`config.mk`:
```
export PLATFORM = sky130hd
export DESIGN_NAME = demux_route_sched
export DESIGN_NICKNAME = d
export VERILOG_FILES = /design/src/rtl/demux_pkg.sv /design/src/rtl/demux_route_sched_sat_counter.sv /design/src/rtl/demux_route_sched.sv
export SDC_FILE = /design/constraint.sdc
export NUM_CORES = 1
export LEC_CHECK = 0
export ABC_AREA = 1
export CELL_PAD_IN_SITES_DETAIL_PLACEMENT = 0
export CELL_PAD_IN_SITES_GLOBAL_PLACEMENT = 2
export CORE_AREA = 2 2 111 113
export DETAILED_ROUTE_END_ITERATION = 16
export DIE_AREA = 0 0 113 115
export GPL_ROUTABILITY_DRIVEN = 0
export PLACE_DENSITY = 0.8
export SLEW_MARGIN = 40
export SYNTH_ARGS = -nofsm -noshare
export SYNTH_HDL_FRONTEND = slang
export SYNTH_SLANG_ARGS = --single-unit
```
`constraint.sdc`:
```
create_clock -name clk -period 1.49 [get_ports clk]
set_clock_uncertainty 0.1 [all_clocks]
set_input_delay 0.2235 -clock clk [delete_from_list [all_inputs] [get_ports clk]]
set_output_delay 0.2235 -clock clk [all_outputs]
set_load 0.01 [all_outputs]
```
`src/rtl/demux_pkg.sv`:
```
// Shared types for the 1x4 demux route scheduler.
// Channel select type, FSM states and channel count.
package demux_pkg;

  localparam int NUM_CH = 4;

  typedef logic [1:0] ch_sel_t;

  typedef enum logic [1:0] {
    IDLE,
    SETUP,
    DRIVE,
    RELEASE
  } sched_state_t;

  function automatic logic [NUM_CH-1:0] ch_onehot(input ch_sel_t c);
    return NUM_CH'(1) << c;
  endfunction

endpackage

```
`src/rtl/demux_route_sched_sat_counter.sv`:
```
// Saturating up-counter with synchronous clear.
// Clear wins over increment; the count never wraps.
module sat_counter #(
  parameter int CNT_W = 8
) (
  input  logic             clk,
  input  logic             rst_n,
  input  logic             inc,
  input  logic             clr,
  output logic [CNT_W-1:0] value
);

  // count up on inc, stick at all-ones, clear has priority
  always_ff @(posedge clk or negedge rst_n) begin
    if (!rst_n) begin
      value <= '0;
    end else if (clr) begin
      value <= '0;
    end else if (inc && (value != '1)) begin
      value <= value + CNT_W'(1);
    end
  end

endmodule

```
`src/rtl/demux_route_sched.sv`:
```
// Glitch-safe scheduler feeding the 1x4 latching demux.
// Select settles, data is held, then select outlives data.
module demux_route_sched
  import demux_pkg::*;
#(
  parameter int HOLD_CYCLES = 2,
  parameter int CNT_W       = 8
) (
  input  logic             clk,
  input  logic             rst_n,
  input  logic             in_valid,
  output logic             in_ready,
  input  logic             in_data,
  input  logic [1:0]       in_dest,
  output logic             i,
  output logic             s1,
  output logic             s0,
  output logic             drv_en,
  output logic             busy,
  input  logic             cnt_clr,
  input  logic [1:0]       cnt_sel,
  output logic [CNT_W-1:0] cnt_out
);

  localparam int HW = 8;

  if (HOLD_CYCLES < 1 || HOLD_CYCLES > 255) begin : g_bad_hold
    $error("HOLD_CYCLES must be within 1..255");
  end

  sched_state_t      state;
  logic              cap_data;
  ch_sel_t           cap_dest;
  logic [HW-1:0]     hold_cnt;
  logic              drive_done;
  logic [NUM_CH-1:0] ch_inc;
  logic [CNT_W-1:0]  cnt_val [NUM_CH];

  assign in_ready   = (state == IDLE);
  assign drive_done = (state == DRIVE) && (hold_cnt == '0);
  assign ch_inc     = drive_done ? ch_onehot(cap_dest) : '0;

  // sequence select -> data -> release for one captured transfer
  always_ff @(posedge clk or negedge rst_n) begin
    if (!rst_n) begin
      state    <= IDLE;
      cap_data <= 1'b0;
      cap_dest <= '0;
      hold_cnt <= '0;
      i        <= 1'b0;
      s1       <= 1'b0;
      s0       <= 1'b0;
      drv_en   <= 1'b0;
      busy     <= 1'b0;
    end else begin
      unique case (state)
        IDLE: begin
          if (in_valid) begin
            cap_data <= in_data;
            cap_dest <= in_dest;
            busy     <= 1'b1;
            state    <= SETUP;
          end
        end
        SETUP: begin
          {s1, s0} <= cap_dest;
          drv_en   <= 1'b0;
          hold_cnt <= HW'(HOLD_CYCLES - 1);
          state    <= DRIVE;
        end
        DRIVE: begin
          i      <= cap_data;
          drv_en <= 1'b1;
          if (hold_cnt == '0) begin
            state <= RELEASE;
          end else begin
            hold_cnt <= hold_cnt - HW'(1);
          end
        end
        RELEASE: begin
          drv_en <= 1'b0;
          busy   <= 1'b0;
          state  <= IDLE;
        end
        default: begin
          state <= IDLE;
        end
      endcase
    end
  end

  for (genvar c = 0; c < NUM_CH; c++) begin : g_cnt
    sat_counter #(
      .CNT_W(CNT_W)
    ) u_cnt (
      .clk  (clk),
      .rst_n(rst_n),
      .inc  (ch_inc[c]),
      .clr  (cnt_clr),
      .value(cnt_val[c])
    );
  end

  // status readback mux
  always_comb begin
    cnt_out = cnt_val[cnt_sel];
  end

endmodule

```
==> impl_metrics.tcl <==
set metrics [dict create \
    status "finished with violations" \
    violations "design-rule violations, negative setup slack" \
    grtUsageTotal 0.1648 \
    power.density_mw_per_mm2 1389 \
    rsz0062_at_grt "yes" \
    setup_tns_ns -4.766 \
    ys_ff_latch 50 \
    required_ns 1.58 \
    drt-total-wl_mm 10.34 \
    synth_edf_count 0 \
    dp_cells 742 \
    ant_nets 0 \
    io_buffers 22 \
    max_slew_margin 0.7206 \
    htreeDepth 2 \
    synth.distinct_cells 27 \
    vias 3607 \
    start_util 0.2928 \
    dp_hpwl_mm 7.011 \
    vias_per_cell 4.630 \
    async_reset_ff_frac 1.000 \
    fin_ws_ns -0.1741 \
    worst_hold_slack_ns 0.3475 \
    syn2layout_area_growth_pct 44.03 \
    die_w_um 113 \
    r2r_slack_ns -0.17 \
    fin_crit_ns 1.664 \
    reg2reg_depth 8 \
    worstReg2RegStart "hold_cnt[0]" \
    instances_no_fill 779 \
    clkTransAtPathRegs_ns 0.07 \
    clock_path_buffers 2 \
    grt_pass1_wl_mm 17.28 \
    setup.worst_path.class "flip-flop to flip-flop" \
    grt-ovfl-total 0 \
    crit_arrival_ns 1.76 \
    die_h_um 115 \
    avgSynthCellArea_um2 6.755 \
    diodes 0 \
    dieArea_mm2 0.01300 \
    fmax_mhz 600.9 \
    drive_gt1_frac 0.3196 \
    cts_buffers 5 \
    grt_pass1_vias 3571 \
    drc 2 \
    synthFlopType "dfrtp_1" \
    max_cap_viol_count 0 \
    finalCritPeriodShare 1.117 \
    vdd_drop_max_uv 924.3 \
    io_pins 23 \
    layout.nets 651 \
    tightest_slew_ns 0.4176 \
    netlist_area_mm2 0.003458 \
    ys_seq_area_frac 0.3618 \
    syn-num-nets 532 \
    yosys_warnings 0 \
    setup_violations 41 \
    first_pass_iters 10 \
    coreArea_mm2 0.01181 \
    finalHoldViolCount 0 \
    r2r-end "g_cnt[3].u_cnt.value[1]" \
    syn_inst 512 \
    grt_max_degree 51 \
    utilization 0.4217 \
    row_count 40 \
    cts_tree "built" \
    drv_slew 0 \
    p_leak_nw 2.504 \
    hp-class "input pin to asynchronous set/reset pin" \
    routedWlPerCell_um 13.27 \
    antenna_found_initial 0 \
    clock-sinks 50 \
    end_kind "flip-flop" \
    clk-insertion-delay-late_ns 0.30 \
    critical_path.startpoint_type "flip-flop" \
    cp_max_fo 8 \
    drt_iter0_markers 186 \
    clockRootBuffer "clkbuf_16" \
]
[where the power goes]
part,switching (mW),leakage [nW],internal [mW]
combinational,2.06,1.75,1.70
clock,0.527,0.0832,0.762
sequential,0.216,0.666,1.65
[worst max path at each step]
stage,from,endpoint,slack [ns],cells past startpoint
finish,hold_cnt[0],g_cnt[3].u_cnt.value[1],-0.17,8
global placement,cnt_sel[0],cnt_out[4],-0.65,6
global route,hold_cnt[0],g_cnt[3].u_cnt.value[1],-0.28,8
CTS,hold_cnt[0],g_cnt[3].u_cnt.value[4],-0.18,8
floorplan,hold_cnt[0],g_cnt[0].u_cnt.value[2],0.01,8
detailed placement,cnt_sel[0],cnt_out[5],-0.69,6
[area by class of cell]
| type | count | area (um2) |
|---|---|---|
| clock buffer | 8 | 166.4 |
| timing repair buffer | 124 | 969.7 |
| fill | 1226 | 6830 |
| sequential | 50 | 1252 |
| multi-input combinational | 390 | 2171 |
| timing repair inverter | 2 | 15.01 |
| inverter | 58 | 222.7 |
| tap | 147 | 183.9 |
[per-layer routing]
metal  routed length [um]  up-vias  GRT usage
li1                     -     1887          -
met1                 5054     1667     0.2175
met2                 4831       42     0.2810
met3                  315       11    0.02847
met4                  138        0    0.04309
met5                    0        -          0
[layout by cell type, fill, tap and decap left out, types with 5 or more instances in the layout]
cell type,instances
nor3b_1,11
nand2_1,149
nand2_2,16
ha_1,7
clkdlybuf4s50_1,5
buf_4,93
o21ai_1,8
buf_6,6
o21ai_0,8
clkbuf_16,5
dfrtp_1,49
o21ai_2,10
inv_1,44
nor2_4,7
nor2_1,55
nor2_2,5
nand4_1,7
buf_2,11
nand2_4,5
a21oi_1,14
inv_2,12
dlygate4sd2_1,5
nand3_1,62
[registers in the layout, indices dropped and copies added, names as in the netlist]
register / count
cap_data: 1
cap_dest: 2
s0: 1
drv_en: 1
state: 2
hold_cnt: 8
i: 1
busy: 1
g_cnt.u_cnt.value: 32
s1: 1
[kinds of logic (layout without fill, tap and decap cells)]
logic type      after synthesis  in the layout  synth area share
buf+inv                      76            192           0.08575
compound gates               47             47           0.06946
flops                        50             50            0.3618
xor+xnor                      2              2          0.005066
fa+ha+maj                    11             11           0.03980
simple gates                326            330            0.4381
[synthesized netlist by cell type (all sizes together) (8+ instances only)]
cell	number	area, um2
a21oi	18	90.09
buf	10	48.80
clkbuf	8	30.03
dfrtp	50	1251
ha	11	137.6
inv	58	217.7
nand2	170	675.6
nand3	65	330.3
nand4	11	128.9
nor2	67	287.8
nor3b	11	82.58
o21ai	26	130.1
[critical path, cell delays in order (launching register included)]
cell	delay, ns
dfrtp_1	0.41
inv_2	0.10
ha_4	0.14
nand3_4	0.09
nor2_8	0.23
nand4_4	0.20
buf_6	0.19
nand3_1	0.06
nand2_1	0.05
[per-stage QoR]
step                power, mW  setup WS [ns]  instance area (um2)
detailed placement      4.870        -0.6932                 4409
floorplan               3.623        0.01025                 3471
CTS                     6.526        -0.1775                 4753
global placement        4.833        -0.6499                 4409
global route            7.475        -0.2804                 4981
finish                  6.916        -0.1741                 4981
[what timing repair did]
| item | CTS | global route |
|---|---|---|
| gates resized for setup | 84 | 52 |
| endpoints found under the setup margin | 56 | 52 |
| hold buffers | 1 | 0 |
| pin swaps | 16 | 29 |
| gates cloned | 5 | 1 |
| endpoints found under the hold margin | 50 | 0 |
| setup buffers | 9 | 16 |
(Power assumes the default switching activity.)
